===== config.mk =====
export PLATFORM = sky130hd
export DESIGN_NAME = mux_nto1_rr
export DESIGN_NICKNAME = d
export VERILOG_FILES = /design/src/rtl/mux_nto1_rr.sv
export SDC_FILE = /design/constraint.sdc
export NUM_CORES = 1
export LEC_CHECK = 0
export ABC_AREA = 1
export CAP_MARGIN = 0
export CORE_ASPECT_RATIO = 0.5
export CORE_UTILIZATION = 42
export DETAILED_ROUTE_END_ITERATION = 16
export PLACE_DENSITY = 0.81
export SETUP_SLACK_MARGIN = 0.1
export SLEW_MARGIN = 20
export SYNTH_ARGS = -nofsm -noshare
export SYNTH_HDL_FRONTEND = slang
export SYNTH_SLANG_ARGS = --single-unit

===== constraint.sdc =====
create_clock -name clk -period 2.66 [get_ports clk]
set_input_delay 0.532 -clock clk [delete_from_list [all_inputs] [get_ports clk]]
set_output_delay 0.532 -clock clk [all_outputs]
set_load 0.02 [all_outputs]

===== src/rtl/mux_nto1_rr.sv =====
// -----------------------------------------------------------------------------
// mux_nto1_rr
//
// Parametrised N-input, W-bit registered multiplexer with valid/ready
// handshakes on every input channel and on the single output. Two modes:
//   mode = 0 : direct select, the channel is chosen by `sel`
//   mode = 1 : round-robin arbitration across the valid inputs
//
// Parameters:
//   N    - number of input channels (N >= 2)
//   W    - data width per channel in bits (W >= 1)
//   SELW - derived width of `sel` / `y_ch` ($clog2(N)), not overridable
//
// Ports:
//   clk      in   clock, all state updates on the rising edge
//   rst      in   synchronous, active-high reset
//   mode     in   0 = direct select, 1 = round-robin
//   sel      in   channel index used in mode 0 (>= N selects nothing)
//   d        in   flattened input data, channel i is d[i*W +: W]
//   d_valid  in   per-channel valid
//   d_ready  out  per-channel ready (combinational, at most one bit high)
//   y        out  registered output data
//   y_valid  out  output register holds a valid word
//   y_ready  in   consumer accepts y this cycle
//   y_ch     out  index of the channel that supplied y
//   xfer_cnt out  saturating count of output handshakes
//                 (present only when MUX_XFER_CNT_EN is defined)
//
// Optional feature macro: MUX_XFER_CNT_EN
// -----------------------------------------------------------------------------
module mux_nto1_rr #(
    parameter  int unsigned N    = 4,
    parameter  int unsigned W    = 8,
    localparam int unsigned SELW = $clog2(N)
) (
    input  logic              clk,
    input  logic              rst,
    input  logic              mode,
    input  logic [SELW-1:0]   sel,
    input  logic [N*W-1:0]    d,
    input  logic [N-1:0]      d_valid,
    output logic [N-1:0]      d_ready,
    output logic [W-1:0]      y,
    output logic              y_valid,
    input  logic              y_ready,
    output logic [SELW-1:0]   y_ch
`ifdef MUX_XFER_CNT_EN
    ,
    output logic [15:0]       xfer_cnt
`endif
);

    // -------------------------------------------------------------------------
    // State
    // -------------------------------------------------------------------------
    logic [W-1:0]    y_q,       y_d;
    logic            y_valid_q, y_valid_d;
    logic [SELW-1:0] y_ch_q,    y_ch_d;
    logic [SELW-1:0] ptr_q,     ptr_d;

    // -------------------------------------------------------------------------
    // Channel choice
    // -------------------------------------------------------------------------
    logic            load_en;
    logic [SELW-1:0] chosen;
    logic            chosen_ok;
    logic [SELW-1:0] rr_hi;
    logic            rr_hi_ok;
    logic [SELW-1:0] rr_lo;
    logic            rr_lo_ok;
    logic [W-1:0]    chosen_data;
    logic            chosen_valid;
    logic            grant;

    // The output slot can take a new word when it is empty or being drained.
    assign load_en = !y_valid_q || y_ready;

    // Round-robin search split in two halves instead of a modular index:
    // rr_hi is the lowest valid index at or above ptr, rr_lo the lowest valid
    // index overall. Preferring rr_hi and falling back to rr_lo gives the
    // first valid channel searching ptr, ptr+1, ... wrapping modulo N.
    always_comb begin
        rr_hi    = '0;
        rr_hi_ok = 1'b0;
        rr_lo    = '0;
        rr_lo_ok = 1'b0;
        for (int unsigned i = N; i > 0; i--) begin
            if (d_valid[i-1]) begin
                rr_lo    = SELW'(i-1);
                rr_lo_ok = 1'b1;
                if (SELW'(i-1) >= ptr_q) begin
                    rr_hi    = SELW'(i-1);
                    rr_hi_ok = 1'b1;
                end
            end
        end
    end

    always_comb begin
        chosen    = '0;
        chosen_ok = 1'b0;
        if (mode == 1'b0) begin
            // Indices >= N are possible when N is not a power of two.
            if (32'(sel) < N) begin
                chosen    = sel;
                chosen_ok = 1'b1;
            end
        end else begin
            if (rr_hi_ok) begin
                chosen    = rr_hi;
                chosen_ok = 1'b1;
            end else if (rr_lo_ok) begin
                chosen    = rr_lo;
                chosen_ok = 1'b1;
            end
        end
    end

    // Data/valid of the chosen channel and the per-channel ready decode.
    always_comb begin
        chosen_data  = '0;
        chosen_valid = 1'b0;
        d_ready      = '0;
        for (int unsigned i = 0; i < N; i++) begin
            if (chosen_ok && (SELW'(i) == chosen)) begin
                chosen_data  = d[i*W +: W];
                chosen_valid = d_valid[i];
                d_ready[i]   = load_en && !rst;
            end
        end
    end

    assign grant = chosen_ok && chosen_valid && load_en && !rst;

    // -------------------------------------------------------------------------
    // Next-state logic
    // -------------------------------------------------------------------------
    always_comb begin
        y_d       = y_q;
        y_valid_d = y_valid_q;
        y_ch_d    = y_ch_q;
        ptr_d     = ptr_q;

        if (grant) begin
            y_d       = chosen_data;
            y_ch_d    = chosen;
            y_valid_d = 1'b1;
            if (mode) begin
                if (chosen == SELW'(N-1)) begin
                    ptr_d = '0;
                end else begin
                    ptr_d = chosen + SELW'(1);
                end
            end
        end else if (y_ready) begin
            // Word consumed with nothing to replace it; data/ch are kept.
            y_valid_d = 1'b0;
        end
    end

    always_ff @(posedge clk) begin
        if (rst) begin
            y_q       <= '0;
            y_valid_q <= 1'b0;
            y_ch_q    <= '0;
            ptr_q     <= '0;
        end else begin
            y_q       <= y_d;
            y_valid_q <= y_valid_d;
            y_ch_q    <= y_ch_d;
            ptr_q     <= ptr_d;
        end
    end

    assign y       = y_q;
    assign y_valid = y_valid_q;
    assign y_ch    = y_ch_q;

    // -------------------------------------------------------------------------
    // Optional handshake counter
    // -------------------------------------------------------------------------
`ifdef MUX_XFER_CNT_EN
    logic [15:0] xfer_cnt_q, xfer_cnt_d;

    always_comb begin
        xfer_cnt_d = xfer_cnt_q;
        if (y_valid_q && y_ready && (xfer_cnt_q != '1)) begin
            xfer_cnt_d = xfer_cnt_q + 16'd1;
        end
    end

    always_ff @(posedge clk) begin
        if (rst) begin
            xfer_cnt_q <= '0;
        end else begin
            xfer_cnt_q <= xfer_cnt_d;
        end
    end

    assign xfer_cnt = xfer_cnt_q;
`endif

endmodule

* Word level (Yosys, flattened, before mapping)
Index checks and enable logic that the tools add are counted.
** Word-level totals
- Input bits :: 42
- Logic and storage cells :: 72
- Register bits after elaboration :: 13
- Output and inout bits :: 15
** Cells by class
- Add/sub/neg operators :: 1
- Equality and inequality tests :: 4
- $lt $le $gt $ge :: 4
- Reduce and logical (&&, ||, !) cells :: 14
- Multiplexer cells :: 45
** Operators with widths (count)
- two-way mux 2 bit :: 16
- two-way mux 8 bit :: 4
- two-way mux 1 bit :: 25
- logical AND 1 bit :: 8
- == test 2 bit, first input constant :: 2
- greater-or-equal comparator 1 x 2 -> 1 bit, first input constant :: 2
- greater-or-equal comparator 2 bit, first input constant :: 2
- adder 2 x 1 -> 2 bit, second input constant :: 1
- == test 1 x 2 -> 1 bit, first input constant :: 1
- == test 2 bit, second input constant :: 1
- zero test 1 bit :: 2
- zero test 2 bit :: 1
- AND reduction 2 bit :: 1
- nonzero test 2 bit :: 1
- logical OR 1 bit :: 1

* Logic depth before layout (Yosys ltp)
Gate-level depths: netlist of the first run.
- Word-level depth :: 21
- Depth in mapped cells :: 17
- Gate-level depth less buffers :: 16

* Worst setup path before layout of the first run
Ideal clock, no wire load.
- Kind :: input to output
- Start point :: in d_valid[0]
- End point :: out d_ready[2]
- Cell stages on the path :: 9
- Slack :: 185 ps
- Data required time :: 2128 ps
- Data arrival time :: 1943 ps
- Cell sequence :: nand3_1 > nand2_1 > nor2_1 > a21oi_1 > nor2_1 > ha_1 > clkbuf_1 > nand2_2 > nor2_1
** Between the ends
- Cells in the longest elaborated chain, start to end :: 7
- Elaborated cells between the ends (all ways) :: 13
- Classes of those cells :: eq/ne: 1; mux: 11; reduce/logical: 1
** RTL lines
- start, declared :: RTL line 41 : input logic [N-1:0] d_valid,
- two-way mux 2 bit or two-way mux 1 bit (tied branches) :: RTL line 88 : if (d_valid[i-1]) begin
- two-way mux 2 bit :: RTL line 112 : end else if (rr_lo_ok) begin
- two-way mux 2 bit :: RTL line 109 : if (rr_hi_ok) begin
- two-way mux 2 bit :: RTL line 102 : if (mode == 1'b0) begin
- == test 2 bit :: RTL line 125 : if (chosen_ok && (SELW'(i) == chosen)) begin
- logical AND 1 bit * :: RTL line 125
- two-way mux 1 bit * :: RTL line 125
- end, declared :: RTL line 42 : output logic [N-1:0] d_ready,
Every way passes the cells marked *; elsewhere a longest branch is shown, timed or not.

* Worst setup path in the final report of the first run
- Start point :: in d_valid[0]
- End point :: out d_ready[3]
** Between the ends
- Cells in the longest elaborated chain, start to end :: 7
- Elaborated cells between the ends (all ways) :: 13
- Classes of those cells :: eq/ne: 1; mux: 11; reduce/logical: 1
** RTL lines
- two-way mux 2 bit or two-way mux 1 bit (tied branches) :: RTL line 88
- two-way mux 2 bit :: RTL line 112
- two-way mux 2 bit * :: RTL line 109
- two-way mux 2 bit * :: RTL line 102
- net chosen[0] :: RTL line 65 : logic [SELW-1:0] chosen;
- == test 2 bit * :: RTL line 125
- logical AND 1 bit * :: RTL line 125
- two-way mux 1 bit * :: RTL line 125
Mark *: on every way through the listed nets, which the timed path passes. The rest lies on a longest branch.

==> results of run 1 <==
-- cells in the mapped netlist --
| cell type | count |
|---|---|
| inv_2 | 1 |
| nand2_2 | 2 |
| nand4_1 | 2 |
| inv_1 | 48 |
| a21oi_4 | 1 |
| a22oi_1 | 1 |
| buf_2 | 4 |
| nand3_1 | 38 |
| nand2_1 | 48 |
| a21oi_1 | 10 |
| dfxtp_1 | 13 |
| buf_6 | 3 |
| ha_1 | 4 |
| nand3_4 | 1 |
| o21ai_0 | 1 |
| nor2_1 | 46 |
| clkbuf_1 | 2 |
| nor2_2 | 2 |
| a21oi_2 | 1 |
| nand3_2 | 2 |
| buf_1 | 2 |
-- layout make-up --
class	count	share of cell area [%]
clock buffer	4	2.153
inverter	49	8.792
sequential	13	12.44
multi-input combinational	159	37.62
tap	37	2.213
timing repair buffer	85	36.78
-- tightest hold or removal path, delay by kind of cell, from the launching register on --
kind | cells | cell delay (ps)
flops | 1 | 320
simple gates | 2 | 130
-- kinds of logic after synthesis --
logic type      Yosys count  synth area share (%)
compound gates           14                 6.904
buf+inv                  60                 19.92
simple gates            141                 48.72
fa+ha+maj                 4                 3.945
flops                    13                 20.51
-- report_power, final --
part           leakage [nW]  internal [mW]  switching (mW)
Combinational         0.982          0.214           0.219
Sequential            0.107          0.219          0.0111
Clock                0.0228          0.106          0.0734
Total                  1.11          0.539           0.304
-- what timing repair did --
| item | CTS | global route |
|---|---|---|
| endpoints found under the setup margin | 17 | 17 |
| gates resized for setup | 29 | 4 |
| setup buffers | 8 | 1 |
| pin swaps | 5 | 5 |
-- worst min path at each step --
stage	from	endpoint	slack, ps	cells past startpoint
floorplan	ptr_q[0]	ptr_q[0]	510	4
global placement	y[2]	y[2]	470	2
detailed placement	y_ch[1]	y_ch[1]	470	2
CTS	y[4]	y[4]	480	2
global route	y_ch[1]	y_ch[1]	510	2
finish	y[1]	y[1]	480	2
-- routing by layer --
metal  track usage [%]  share of wire (%)  vias to the layer above
met5                 0                  0                        -
met4             5.909                1.1                        0
met3             6.000                5.2                        4
met2             50.64                 53                       51
met1             21.80                 41                      721
li1                  -                  -                      853
-- flip-flops by register name (all words and copies together), names as in the netlist --
name	cells
ptr_q	2
y_valid	1
y_ch	2
y	8
==> flow_metrics.env, run 1 <==
export IMPL_outcome="completed"
export IMPL_drive_above_1_share_pct=17.10
export IMPL_r2r_start="ptr_q[1]"
export IMPL_post_route_util_pct=76.56
export IMPL_max_stage_delay_ps=270
export IMPL_hold_path_class="reg2reg"
export IMPL_first_global_vias=1398
export IMPL_grt_max_degree=26
export IMPL_cts_buffers_inserted=3
export IMPL_wl_per_cell_um=10.96
export IMPL_syn_nets=278
export IMPL_fin_area_um2=2092
export IMPL_core_um2=2733
export IMPL_cp_top_family="buffers and inverters"
export IMPL_max_slew_worst_pin_slew_ps=238.4
export IMPL_ys_seq_elements=13
export IMPL_place_congestion=0.7764
export IMPL_gr_total_overflow=0
export IMPL_nets=357
export IMPL_htreeDepth=1
export IMPL_place_ws_ps=-517.4
export IMPL_power_total_uw=842.3
export IMPL_tritoncts="done"
export IMPL_regArea_um2=260.3
export IMPL_clock_latency_ps=240
export IMPL_multi_input_area_um2=787.0
export IMPL_fin_crit_sh_pct=93.45
export IMPL_setup_viol=0
export IMPL_hpwl_mm=2.697
export IMPL_drt_initial_drc_count=70
export IMPL_row_count=13
export IMPL_path_depth=11
export IMPL_dp_cells=334
export IMPL_fin_cells=347
export IMPL_leakage_nw=1.111
export IMPL_yosys_area_top_type_share_pct=20.51
export IMPL_grt_pass1_wl_mm=5.520
export IMPL_period_needed_ps=2486
export IMPL_clk_path_buf_depth=2
export IMPL_power_density_nw_per_um2=402.6
export IMPL_postRouteAntennaNets=0
export IMPL_crit_required_ps=2130
export IMPL_syn_area_per_cell_um2=5.469
export IMPL_criticalPathCategory="in2out"
export IMPL_die_x_um=79.73
export IMPL_drt_wl_total_mm=3.802
export IMPL_cp_max_fo=4
export IMPL_hold_slack_ps=477.7
export IMPL_reg2reg_to="y[0]"
export IMPL_worstSetupEndpointType="output pin"
export IMPL_drc=0
export IMPL_slew_headroom_pct=84.06
export IMPL_rr_worst_depth=16
export IMPL_start_kind="primary input"
export IMPL_timing_final_ws_setup_ps=174.2
export IMPL_diodes=0
export IMPL_syn_to_final_growth_pct=64.89
export IMPL_netlist_instances=232
export IMPL_grt_antenna_before_repair=0
export IMPL_finalHoldViolCount=0
export IMPL_ys_seq_area_share_pct=20.51
export IMPL_netlist_top_cells_area="dfxtp_1 21%, nand3_1 15%, inv_1 14%"
export IMPL_vias=1629
export IMPL_synth_area_um2=1269
export IMPL_hold_buffers=0
export IMPL_io_pin_count=57
export IMPL_layout_common_cells="48 x nand2_1, 47 x inv_1, 47 x clkdlybuf4s50_1"
export IMPL_dieArea_um2=3258
export IMPL_crit_end="d_ready[3]"
export IMPL_cp_startpoint="d_valid[0]"
export IMPL_viasPerCell=4.695
export IMPL_start_util_pct=46.43
export IMPL_ys_warn_count=0
export IMPL_reg2reg_slack_ps=370
export IMPL_path_clk_slew_ps=50
export IMPL_rsz0062_at_grt="no"
export IMPL_place_area_um2=1969
export IMPL_io_buffers=56
export IMPL_skew_ps=2.750
export IMPL_dr_pass1_iters=4
export IMPL_crit_chain="dlygate4sd2_1, buf_4, inv_1, nand2_1, a21oi_4, nor2_4, inv_1, ha_2, nand2_2, nor2_1, buf_4"
export IMPL_setup_tns_ps=0
export IMPL_arrival_ps=1950
export IMPL_die_h_um=40.87
export IMPL_ys_types=21
export IMPL_crit_buf_inv=5
export IMPL_finalMaxSlewViolations=0
export IMPL_track_usage_pct=22.61
export IMPL_drv_cap=0
export IMPL_fillCellCount=218
export IMPL_yosysTopAreaCell="dfxtp_1"
export IMPL_peakVddDrop_mv=0.3250
export IMPL_clock_sinks=13
export IMPL_fmax_ghz=0.4023
export IMPL_layout_commonest_cell="nand2_1"
export IMPL_slowest_stage="dlygate4sd2_1"
export IMPL_cts_root_buf="clkbuf_8"
Note: power is estimated with default switching activity, not from simulation.
==> inputs of run 2 (changes only) <==
- CORE_UTILIZATION: 42 -> 43
- CTS_BUF_LIST: not set -> sky130_fd_sc_hd__clkbuf_8
- PLACE_DENSITY: 0.81 -> 0.82
==> flow_metrics.env, run 2 (synthesis gave the netlist of run 1 again) <==
export IMPL_crit_required_ps=2130
export IMPL_place_area_um2=1977
export IMPL_postRouteAntennaNets=0
export IMPL_period_needed_ps=2498
export IMPL_die_x_um=78.82
export IMPL_switching_power_uw=290.8
export IMPL_reg2reg_slack_ps=440
export IMPL_hold_slack_ps=484.6
export IMPL_wl_per_cell_um=10.37
export IMPL_clk_path_buf_depth=2
export IMPL_nets=352
export IMPL_gr_total_overflow=0
export IMPL_first_global_vias=1409
export IMPL_drive_above_1_share_pct=16.72
export IMPL_outcome="completed"
export IMPL_rsz0062_at_grt="yes"
export IMPL_grt_pass1_wl_mm=5.582
export IMPL_peakVddDrop_mv=0.3314
export IMPL_hpwl_mm=2.730
export IMPL_path_clk_slew_ps=50
export IMPL_worstSetupEndpointType="output pin"
export IMPL_core_um2=2700
export IMPL_io_pin_count=57
export IMPL_syn_to_final_growth_pct=62.72
export IMPL_cp_max_fo=4
export IMPL_fin_area_um2=2064
export IMPL_cts_buffers_inserted=3
export IMPL_setup_viol=0
export IMPL_start_kind="primary input"
export IMPL_drt_wl_total_mm=3.547
export IMPL_skew_ps=3.875
export IMPL_place_congestion=0.7475
export IMPL_criticalPathCategory="in2out"
export IMPL_drt_initial_drc_count=78
export IMPL_diodes=0
export IMPL_vias=1587
export IMPL_row_count=13
export IMPL_die_h_um=40.41
export IMPL_hp_start="y[0]"
export IMPL_track_usage_pct=22.95
export IMPL_fin_cells=342
export IMPL_max_slew_worst_pin_slew_ps=230.6
export IMPL_fmax_ghz=0.4002
export IMPL_dr_pass1_iters=4
export IMPL_slew_headroom_pct=84.58
export IMPL_start_util_pct=46.99
export IMPL_clock_sinks=13
export IMPL_grt_antenna_before_repair=0
export IMPL_hold_buffers=0
export IMPL_hold_path_class="reg2reg"
export IMPL_arrival_ps=1970
export IMPL_cp_startpoint="d_valid[3]"
export IMPL_viasPerCell=4.640
export IMPL_drc=0
export IMPL_p_sw_share_pct=35.43
export IMPL_dp_cells=335
export IMPL_grt_max_degree=26
export IMPL_largest_reg_flops=8
export IMPL_r2r_start="ptr_q[1]"
export IMPL_clock_latency_ps=240
export IMPL_dieArea_um2=3185
export IMPL_finalHoldViolCount=0
export IMPL_io_buffers=56
export IMPL_fillCellCount=228
export IMPL_power_total_uw=820.8
export IMPL_cts_root_buf="clkbuf_8"
export IMPL_pwr_share_clk_pct=20.6
export IMPL_p_comb_share_pct=51.2
export IMPL_leakage_nw=1.084
export IMPL_internal_power_uw=530.0
export IMPL_tritoncts="done"
export IMPL_fin_crit_sh_pct=93.93
export IMPL_drv_cap=0
export IMPL_p_seq_share_pct=28.2
export IMPL_htreeDepth=1
export IMPL_finalMaxSlewViolations=0
export IMPL_layout_common_cells="47 x inv_1, 47 x nand2_1, 47 x clkdlybuf4s50_1"
export IMPL_power_density_nw_per_um2=397.6
[run 2: final cells by class]
type                       count  area (µm²)  area share (%)
clock buffer                   3       41.29           2.000
tap                           37       46.29           2.242
multi-input combinational    159       784.5           38.00
sequential                    13       260.3           12.61
inverter                      49       183.9           8.909
timing repair buffer          80       744.5           36.06
clock inverter                 1       3.754          0.1818
[run 2: stage by stage]
| step | setup WS, ps | setup TNS [ps] | util, % |
|---|---|---|---|
| final | 161.6 | 0 | 76.46 |
| after global routing | 63.25 | 0 | 76.46 |
| after CTS | 181.9 | 0 | 74.98 |
| after detailed placement | -489.8 | -5092 | 73.22 |
| after global placement | -456.4 | -3491 | 73.22 |
| after floorplan | 184.5 | 0 | - |
[run 2: routing by layer]
metal  global-route usage, %  wire, µm
met3                   6.136       151
met2                   52.17      1907
met1                   22.41      1479
met4                   3.636         8
met5                       0         0
[run 2: final timing paths]
| check | to | depth (start not counted) |
|---|---|---|
| worst max-delay path | d_ready[1] | 11 |
| worst min-delay path | y[0] | 2 |
| worst max register to register | y[3] | 17 |
| worst min register to register | y[0] | 2 |
[run 2: power groups by stage]
stage	logic [mW]	registers [mW]	clock network, mW
finish	0.420	0.232	0.169
CTS	0.407	0.231	0.173
global route	0.464	0.234	0.184
global placement	0.394	0.233	0
floorplan	0.201	0.260	0
detailed placement	0.403	0.235	0
[run 2: what timing repair did]
| action | in CTS | in global routing |
|---|---|---|
| resized for setup | 28 | 11 |
| cloned | 0 | 0 |
| buffers inserted | 2 | 1 |
| pin swaps | 3 | 3 |
| setup endpoints to repair | 17 | 16 |
| endpoints found under the hold margin | 0 | 0 |
[run 2: worst max-delay path, stage by stage]
cell,delay (ps)
dlygate4sd2_1,250
inv_2,70
buf_4,110
nand3_1,100
a22oi_2,170
buf_4,150
buf_4,100
ha_2,170
nand2_1,70
nor2_1,90
buf_4,150
